===== config.mk =====
export PLATFORM = sky130hd
export DESIGN_NAME = pls_carrier_filter_flat
export DESIGN_NICKNAME = d
export VERILOG_FILES = /design/src/rtl/pls_pkg.sv /design/src/rtl/pls_carrier_filter_if.sv /design/src/rtl/carrier_filter_ch.sv /design/src/rtl/pls_carrier_filter.sv /design/src/flat_wrapper.sv
export SDC_FILE = /design/constraint.sdc
export NUM_CORES = 1
export LEC_CHECK = 0
export ABC_AREA = 1
export ABC_CLOCK_PERIOD_IN_PS = 3100
export CAP_MARGIN = 5
export CORE_UTILIZATION = 45
export CTS_CLUSTER_SIZE = 8
export DETAILED_ROUTE_END_ITERATION = 10
export GPL_TIMING_DRIVEN = 0
export PLACE_DENSITY = 0.72
export RECOVER_POWER = 100
export SLEW_MARGIN = 20
export SYNTH_ARGS = -nofsm -noshare
export SYNTH_HDL_FRONTEND = slang
export SYNTH_SLANG_ARGS = --single-unit

===== constraint.sdc =====
create_clock -name clk -period 3.1 [get_ports clk]
set_clock_uncertainty 0.1 [all_clocks]
set_input_delay 0.775 -clock clk [delete_from_list [all_inputs] [get_ports clk]]
set_output_delay 0.775 -clock clk [all_outputs]
set_load 0.01 [all_outputs]

===== src/rtl/pls_pkg.sv =====
// rtl/pls_pkg.sv - shared state encoding and widths for the carrier filter
package pls_pkg;

  typedef enum logic [1:0] {
    ST_IDLE     = 2'd0,
    ST_ON_PEND  = 2'd1,
    ST_CARRIER  = 2'd2,
    ST_OFF_PEND = 2'd3
  } ch_state_t;

  localparam int RUN_W = 4;
  localparam int EVT_W = 8;
  localparam logic [EVT_W-1:0] EVT_MAX = '1;

endpackage


===== src/rtl/pls_carrier_filter_if.sv =====
// rtl/pls_carrier_filter_if.sv - carrier sense inputs and filtered indications
interface pls_carrier_filter_if #(
  parameter int NCH = 4
) ();

  logic [NCH-1:0]   crs;
  logic             cnt_clr;
  logic [NCH-1:0]   pls_carrier_indication;
  logic [NCH-1:0]   carrier_on;
  logic [NCH-1:0]   carrier_off;
  logic [8*NCH-1:0] carrier_cnt;

  modport master (
    output crs, cnt_clr,
    input  pls_carrier_indication, carrier_on, carrier_off, carrier_cnt
  );

  modport slave (
    input  crs, cnt_clr,
    output pls_carrier_indication, carrier_on, carrier_off, carrier_cnt
  );

endinterface


===== src/rtl/carrier_filter_ch.sv =====
// rtl/carrier_filter_ch.sv - one channel: synchronizer, debounce FSM, edge pulses, event counter
module carrier_filter_ch
  import pls_pkg::*;
#(
  parameter int ON_CYCLES  = 3,
  parameter int OFF_CYCLES = 2
) (
  input  logic             clk,
  input  logic             reset_L,
  input  logic             crs,
  input  logic             cnt_clr,
  output logic             indication,
  output logic             carrier_on,
  output logic             carrier_off,
  output logic [EVT_W-1:0] carrier_cnt
);

  localparam logic [RUN_W-1:0] ON_N  = RUN_W'(ON_CYCLES);
  localparam logic [RUN_W-1:0] OFF_N = RUN_W'(OFF_CYCLES);

  logic             sync1_q, sync2_q;
  ch_state_t        state_q, state_d;
  logic [RUN_W-1:0] run_q, run_d;
  logic             ind_q, ind_d;
  logic             on_q, on_d;
  logic             off_q, off_d;
  logic [EVT_W-1:0] cnt_q, cnt_d;

  always_comb begin
    state_d = state_q;
    run_d   = run_q;
    unique case (state_q)
      ST_IDLE: begin
        if (sync2_q) begin
          if (ON_CYCLES == 1) begin
            state_d = ST_CARRIER;
            run_d   = '0;
          end else begin
            state_d = ST_ON_PEND;
            run_d   = RUN_W'(1);
          end
        end
      end
      ST_ON_PEND: begin
        if (!sync2_q) begin
          state_d = ST_IDLE;
          run_d   = '0;
        end else if (run_q + RUN_W'(1) == ON_N) begin
          state_d = ST_CARRIER;
          run_d   = '0;
        end else begin
          run_d = run_q + RUN_W'(1);
        end
      end
      ST_CARRIER: begin
        if (!sync2_q) begin
          if (OFF_CYCLES == 1) begin
            state_d = ST_IDLE;
            run_d   = '0;
          end else begin
            state_d = ST_OFF_PEND;
            run_d   = RUN_W'(1);
          end
        end
      end
      ST_OFF_PEND: begin
        if (sync2_q) begin
          state_d = ST_CARRIER;
          run_d   = '0;
        end else if (run_q + RUN_W'(1) == OFF_N) begin
          state_d = ST_IDLE;
          run_d   = '0;
        end else begin
          run_d = run_q + RUN_W'(1);
        end
      end
    endcase

    // Outputs are derived from the next state so they register alongside it.
    ind_d = (state_d == ST_CARRIER) || (state_d == ST_OFF_PEND);
    on_d  = ind_d & ~ind_q;
    off_d = ~ind_d & ind_q;

    cnt_d = cnt_q;
    if (cnt_clr) begin
      cnt_d = '0;
    end else if (on_d && (cnt_q != EVT_MAX)) begin
      cnt_d = cnt_q + EVT_W'(1);
    end
  end

  always_ff @(posedge clk or negedge reset_L) begin
    if (!reset_L) begin
      sync1_q <= 1'b0;
      sync2_q <= 1'b0;
      state_q <= ST_IDLE;
      run_q   <= '0;
      ind_q   <= 1'b0;
      on_q    <= 1'b0;
      off_q   <= 1'b0;
      cnt_q   <= '0;
    end else begin
      sync1_q <= crs;
      sync2_q <= sync1_q;
      state_q <= state_d;
      run_q   <= run_d;
      ind_q   <= ind_d;
      on_q    <= on_d;
      off_q   <= off_d;
      cnt_q   <= cnt_d;
    end
  end

  assign indication  = ind_q;
  assign carrier_on  = on_q;
  assign carrier_off = off_q;
  assign carrier_cnt = cnt_q;

endmodule


===== src/rtl/pls_carrier_filter.sv =====
// rtl/pls_carrier_filter.sv - NCH independent carrier-sense filter channels
module pls_carrier_filter
  import pls_pkg::*;
#(
  parameter int NCH        = 4,
  parameter int ON_CYCLES  = 3,
  parameter int OFF_CYCLES = 2
) (
  input  logic              clk,
  input  logic              reset_L,
  pls_carrier_filter_if.slave bus
);

  for (genvar i = 0; i < NCH; i++) begin : g_ch
    carrier_filter_ch #(
      .ON_CYCLES  (ON_CYCLES),
      .OFF_CYCLES (OFF_CYCLES)
    ) u_ch (
      .clk         (clk),
      .reset_L     (reset_L),
      .crs         (bus.crs[i]),
      .cnt_clr     (bus.cnt_clr),
      .indication  (bus.pls_carrier_indication[i]),
      .carrier_on  (bus.carrier_on[i]),
      .carrier_off (bus.carrier_off[i]),
      .carrier_cnt (bus.carrier_cnt[EVT_W*i +: EVT_W])
    );
  end

endmodule


===== src/flat_wrapper.sv =====
// flat-port wrapper written by rule: the top's interface ports become plain ports
module pls_carrier_filter_flat import pls_pkg::*;
#(
  parameter int NCH        = 4,
  parameter int ON_CYCLES  = 3,
  parameter int OFF_CYCLES = 2
)
  (clk, reset_L, bus_crs, bus_cnt_clr, bus_pls_carrier_indication, bus_carrier_on, bus_carrier_off, bus_carrier_cnt);
  pls_carrier_filter_if #(.NCH(NCH)) bus_i ();
  input  logic clk;
  input  logic reset_L;
  input wire logic [$bits(bus_i.crs)-1:0] bus_crs;
  input wire logic [$bits(bus_i.cnt_clr)-1:0] bus_cnt_clr;
  output wire logic [$bits(bus_i.pls_carrier_indication)-1:0] bus_pls_carrier_indication;
  output wire logic [$bits(bus_i.carrier_on)-1:0] bus_carrier_on;
  output wire logic [$bits(bus_i.carrier_off)-1:0] bus_carrier_off;
  output wire logic [$bits(bus_i.carrier_cnt)-1:0] bus_carrier_cnt;
  assign bus_i.crs = bus_crs;
  assign bus_i.cnt_clr = bus_cnt_clr;
  assign bus_pls_carrier_indication = bus_i.pls_carrier_indication;
  assign bus_carrier_on = bus_i.carrier_on;
  assign bus_carrier_off = bus_i.carrier_off;
  assign bus_carrier_cnt = bus_i.carrier_cnt;
  pls_carrier_filter #(.NCH(NCH), .ON_CYCLES(ON_CYCLES), .OFF_CYCLES(OFF_CYCLES)) u_core (.clk(clk), .reset_L(reset_L), .bus(bus_i));
endmodule

======== Word-level counts from Yosys, hierarchy flattened ========
Index checks and enable logic that the tools add are counted.
cells by class
  add/sub/neg operators ................... 8
  equality and inequality tests ........... 40
  muxes and demuxes ....................... 64
  bitwise operators ....................... 16
  reductions and logical operators ........ 20
operators by type and width
  cell                                                                    number
  4-bit two-way mux                                                       24
  8-bit two-way mux                                                       8
  4-bit one-hot mux with 4 select lines                                   4
  2-bit two-way mux                                                       24
  8-bit by 1-bit adder with 8-bit output (second input constant)          4
  2-bit equality test (second input constant)                             16
  4-bit by 2-bit equality test with 1-bit output (second input constant)  8
  8-bit != test (second input constant)                                   4
  2-bit one-hot mux with 4 select lines                                   4
  4-bit by 1-bit adder with 4-bit output (second input constant)          4
  2-bit != test (second input constant)                                   8
  1-bit bitwise AND                                                       8
  2-bit by 1-bit equality test with 1-bit output (second input constant)  4
  2-bit zero test                                                         4
  1-bit NOT                                                               8
  2-bit AND reduction                                                     4
  2-bit nonzero test                                                      4
  1-bit logical AND                                                       4
  1-bit logical OR                                                        4
storage, ports and cells
  bits in registers ....................... 76
  input bits .............................. 7
  output and inout bits ................... 44
  word-level logic and storage cells ...... 180

======== Logic depth before layout (Yosys ltp) ========
  depth after elaboration ................. 11
  mapped depth ............................ 13
  mapped depth without buffers ............ 13

======== Modules after synthesis ========
A second synthesis with hierarchy kept.
second synthesis, totals
  cells, all modules ...................... 500
  area, all modules ....................... 4,214.0 um2
modules (own cells, without submodules)
  module                                       times used  cells an instance  area each (um2)  seq. area each (um2)
  carrier_filter_ch (u_core.g_ch[0].u_ch ...)  2           128                1,048.5          475.5
  carrier_filter_ch (u_core.g_ch[1].u_ch)      1           127                1,102.3          475.5
  carrier_filter_ch (u_core.g_ch[3].u_ch)      1           117                1,014.7          450.4

======== Least setup slack after synthesis ========
Ideal clock, no wire load.
  path kind ............................... input -> register
  start ................................... in bus_cnt_clr
  end ..................................... reg u_core.g_ch[0].u_ch.cnt_q[0]
  library setup time ...................... 0.117 ns
  arrival ................................. 1.616 ns
  data required time ...................... 2.883 ns
  path slack .............................. 1.267 ns
  stages .................................. 5
  buffers on the path ..................... 2
  path through ............................ buf_2 clkinv_1 clkbuf_1 nand3_1 nand2_1
on the way
  word-level cells in the longest chain between the ends .. 1
  elaborated cells between the ends (all ways) .. 2
  classes of those cells .................. 1 x mux; 1 x reduce/logical
ends and longest elaborated chain
  item                                                     RTL line                  RTL
  start, declared                                          flat_wrapper.sv:13        input wire logic [$bits(bus_i.cnt_clr)-1:0] bus_cnt_clr;
  8-bit two-way mux or 2-bit nonzero test (tied branches)  --
  end signal, assigned                                     carrier_filter_ch.sv:110  cnt_q <= cnt_d;
  end, declared                                            carrier_filter_ch.sv:27   logic [EVT_W-1:0] cnt_q, cnt_d;
Parallel ways exist; a longest one is shown, timed or not.
A chain may end at the register's enable or synchronous reset.

======== Worst setup path after layout ========
  start ................................... reg u_core.g_ch[0].u_ch.run_q[0]
  end ..................................... reg u_core.g_ch[0].u_ch.cnt_q[0]
on the way
  word-level cells in the longest chain between the ends .. 10
  elaborated cells between the ends (all ways) .. 14
  classes of those cells .................. 1 x add/sub; 4 x eq/ne; 5 x mux; 1 x bitwise; 3 x reduce/logical
ends and longest elaborated chain
  item                                                               RTL line                                          RTL
  start, declared                                                    carrier_filter_ch.sv:23                           logic [RUN_W-1:0] run_q, run_d;
  start signal, assigned                                             carrier_filter_ch.sv:106                          run_q <= run_d;
  4-bit by 1-bit adder with 4-bit output *                           carrier_filter_ch.sv:48, carrier_filter_ch.sv:70
  4-bit by 2-bit equality test with 1-bit output (on tied branches)  carrier_filter_ch.sv:70, carrier_filter_ch.sv:48
  2-bit two-way mux (on tied branches)                               carrier_filter_ch.sv:70, carrier_filter_ch.sv:48
  2-bit two-way mux (on tied branches)                               carrier_filter_ch.sv:67, carrier_filter_ch.sv:45
  2-bit one-hot mux with 4 select lines *                            carrier_filter_ch.sv:32                           unique case (state_q)
  via u_core.g_ch[0].u_ch.state_d[1]                                 carrier_filter_ch.sv:22                           ch_state_t state_q, state_d;
  2-bit equality test                                                carrier_filter_ch.sv:80                           ind_d = (state_d == ST_CARRIER) || (state_d == ST_OFF_PEND);
  1-bit logical OR *                                                 carrier_filter_ch.sv:80
  1-bit bitwise AND *                                                carrier_filter_ch.sv:81                           on_d = ind_d & ~ind_q;
  1-bit logical AND *                                                carrier_filter_ch.sv:87                           end else if (on_d && (cnt_q != EVT_MAX)) begin
  2-bit nonzero test (no source line) *                              --
The timed path passes the listed nets; every way through them passes the cells marked *.

==> flow_summary_export.csv <==
group,metric,value,unit
global_route,grt-busiest-layer,"met2",
place,place_area,4735,µm²
route,via_per_inst,5.062,
sta,setup_viol_count_final,0,
clock_network,cts_root_buf,"clkbuf_8",
clock_network,cts-htree-levels,3,
route,drc,0,
floorplanning,die_w,97.27,µm
global_route,grt_max_degree,58,
clock_network,post-cts-setup-buffers,0,
sta,fmaxAchievable,0.4136,GHz
floorplanning,fp.dieH,97.27,µm
worst_setup_path,cp_cell_sequence,"ha_1 > inv_1 > nand2_1 > nand2_1 > nand3_1 > nor2_1 > nand3_1 > nand2_1 > nand2_1 > nand3_1 > nand2_1 > nand2_1 > nand2_1",
logic_synthesis,syn_avg_cell_area,8.184,µm²
global_route,grt.met3_usage,4.532,%
global_route,antenna_found_initial,0,
clock_network,cts_tree,"done",
worst_setup_path,arrival,2.56,ns
clock_network,clockBufferDepth,2,
logic_synthesis,synth_area,4084,µm²
global_route,grt_pass1_vias,3406,
power,p_leak,2.472,nW
sta,final_max_slew_viol_count,0,
floorplanning,die-area,9460,µm²
worst_setup_path,max_stage_delay,0.44,ns
final_layout,final_nets,583,
global_route,grt_util_met1,24.96,%
place,pre_cts_ws,0.9546,ns
worst_setup_path,required,3.25,ns
logic_synthesis,ys_seq_area_share,45.96,%
global_route,grt_overflow,0,
worst_setup_path,end_kind,"register",
logic_synthesis,synth_nets,522,
hold_path,hold_class,"register to register",
floorplanning,start_util,46.60,%
logic_synthesis,yosysWarnings,0,
global_route,grt_use_total,19.38,%
place,place.gp.congestion,0.9066,
worst_setup_path,critical_path.most_common_cell,"nand2_1",
final_layout,drive_gt1_share,5.841,%
worst_setup_path,start_kind,"register",
worst_setup_path,crit_family,"simple AND/OR/NAND/NOR gates",
final_layout,num_antenna_cells,0,
sta,rsz0062_at_grt,"no",
worst_setup_path,path_depth,13,
run_status,status,"completed",
worst_setup_path,path_class,"register to register",
logic_synthesis,ys_ff_latch,75,
final_layout,fin_area,4822,µm²
clock_network,numCtsBuffers,9,
global_route,grtUsageMet2,31.96,%
clock_network,clk_latency,0.35,ns
route,vias,3407,
route,drtAntennaViolNets,0,
run,cap_violations,0,
logic_synthesis,syn_inst,499,
place,port_buffers,49,
clock_network,cts_resized,0,
final_layout,final_common_cell,"nand2_1",
clock_network,cts_hold_buf,0,
power,peakVddDrop,0.3093,mV
sta,slew_headroom,26.06,%
route,avgRoutedWirePerCell,12.21,µm
floorplanning,fp-row-count,34,
clock_network,cts.reportedPaths.clkPinSlew,0.08,ns
sta,period_needed,2.418,ns
power,powerDensity,680.1,nW/µm²
route,wl,8214,µm
sta,hold_ws,0.2557,ns
worst_setup_path,path_buf_inv,1,
final_layout,area.growth.synth_to_final,18.08,%
route,drtPass1Iterations,4,
worst_setup_path,crit_slowest_cell,"dfrtp_1",
sta,hold_viol_final,0,
sta,worst_pin_slew,1.109,ns
place,dp_hpwl,6062,µm
floorplanning,pin_count,51,
sta,worst_slack,0.6825,ns
floorplanning,core,8763,µm²
hold_path,holdPathStages,0,
route,drt_iter0_drc,139,
global_route,grt_first_pass_wirelength,14940,µm
final_layout,most-common-layout-cells,"112 x nand2_1, 75 x dfrtp_1, 70 x inv_1, 57 x nand3_1, 53 x nor2_1",
clock_network,cts_sinks,75,
worst_setup_path,r2r_cells,13,
worst_setup_path,worstPathMaxFanout,9,
logic_synthesis,synth.distinct_cells,28,
sta,finalCritPeriodShare,77.98,%
synth_stat cells:
cell type | count | area [µm²]
inv_2 | 1 | 3.750
nor2_2 | 4 | 25.02
dfrtp_1 | 75 | 1877
ha_1 | 16 | 200.2
a21oi_1 | 17 | 85.08
nor2_1 | 50 | 187.7
o22ai_1 | 3 | 18.77
nand4_1 | 6 | 37.54
o21ai_1 | 4 | 20.02
buf_4 | 12 | 90.09
inv_1 | 69 | 259.0
nand2_4 | 5 | 56.30
clkbuf_1 | 4 | 15.01
nand3_1 | 51 | 255.2
nand2_2 | 6 | 37.54
xor2_1 | 15 | 131.4
nor3b_1 | 3 | 22.52
nand3_2 | 3 | 30.03
nand3_4 | 3 | 52.55
o311ai_0 | 4 | 35.03
nand2_1 | 102 | 382.9
xnor2_1 | 5 | 43.79
nor4_1 | 2 | 12.51
o21ai_0 | 19 | 95.09
clkinv_1 | 2 | 7.510
o31ai_1 | 5 | 37.54
buf_2 | 2 | 10.01
nor3_1 | 11 | 55.05
state kept, by name, summed over array words and instances, names as in the netlist:
register                      flops
u_core.g_ch.u_ch.state_q          7
u_core.g_ch.u_ch.carrier_cnt     32
u_core.g_ch.u_ch.carrier_on       4
u_core.g_ch.u_ch.sync1_q          4
u_core.g_ch.u_ch.indication       4
u_core.g_ch.u_ch.carrier_off      4
u_core.g_ch.u_ch.run_q           16
u_core.g_ch.u_ch.sync2_q          4
logic make-up after synthesis:
family | after synthesis | synth area share, %
xor+xnor | 20 | 4.289
compound gates | 52 | 7.138
simple gates | 246 | 28.28
buf+inv | 90 | 9.436
flops | 75 | 45.96
fa+ha+maj | 16 | 4.902
metal layers:
| metal | up-vias | wire length [µm] |
|---|---|---|
| met1 | 1619 | 3828 |
| li1 | 1719 | - |
| met3 | 11 | 362 |
| met4 | 0 | 110 |
| met2 | 58 | 3913 |
| met5 | - | 0 |
power by group:
part | leakage [nW] | internal (W) | switching, W
registers | 0.997 | 0.00118 | 0.000199
logic | 1.38 | 0.000474 | 0.000659
clock network | 0.0998 | 0.000377 | 0.000386
total | 2.47 | 0.00204 | 0.00124
through the flow:
stage	setup TNS (ns)	instances	power (W)	utilization (%)
finish	0	673	0.003279	55.03
global route	0	673	0.003565	55.03
CTS	0	673	0.003453	56.33
detailed placement	0	657	0.002673	54.03
global placement	-114.39	656	0.002622	53.74
floorplan	0	499	0.002216	-
final timing paths:
kind	start	end	slack, ns
worst max-delay path	u_core.g_ch[0].u_ch.run_q[0]	u_core.g_ch[0].u_ch.carrier_cnt[0]	0.68
worst min-delay path	u_core.g_ch[3].u_ch.sync1_q	u_core.g_ch[3].u_ch.sync2_q	0.26
worst max register to register	u_core.g_ch[0].u_ch.run_q[0]	u_core.g_ch[0].u_ch.carrier_cnt[0]	0.68
worst min register to register	u_core.g_ch[3].u_ch.sync1_q	u_core.g_ch[3].u_ch.sync2_q	0.26
max in group asynchronous	reset_L	u_core.g_ch[2].u_ch.state_q[1]	1.57
min in group asynchronous	reset_L	u_core.g_ch[3].u_ch.run_q[3]	0.51
cell type report:
class / count / area, µm²
sequential: 75 / 1877
timing repair buffer: 50 / 511.7
buffer: 18 / 115.1
inverter: 72 / 270.3
tap: 108 / 135.1
clock buffer: 9 / 123.9
clock inverter: 7 / 77.57
multi-input combinational: 334 / 1712
fill: 815 / 3941
worst register-to-register path: stages, from the launching register on:
cell	delay [ns]
dfrtp_1	0.44
ha_1	0.23
inv_1	0.05
nand2_1	0.06
nand2_1	0.07
nand3_1	0.14
nor2_1	0.16
nand3_1	0.10
nand2_1	0.11
nand2_1	0.11
nand3_1	0.29
nand2_1	0.28
nand2_1	0.14
nand2_1	0.06
(Power assumes the default switching activity.)
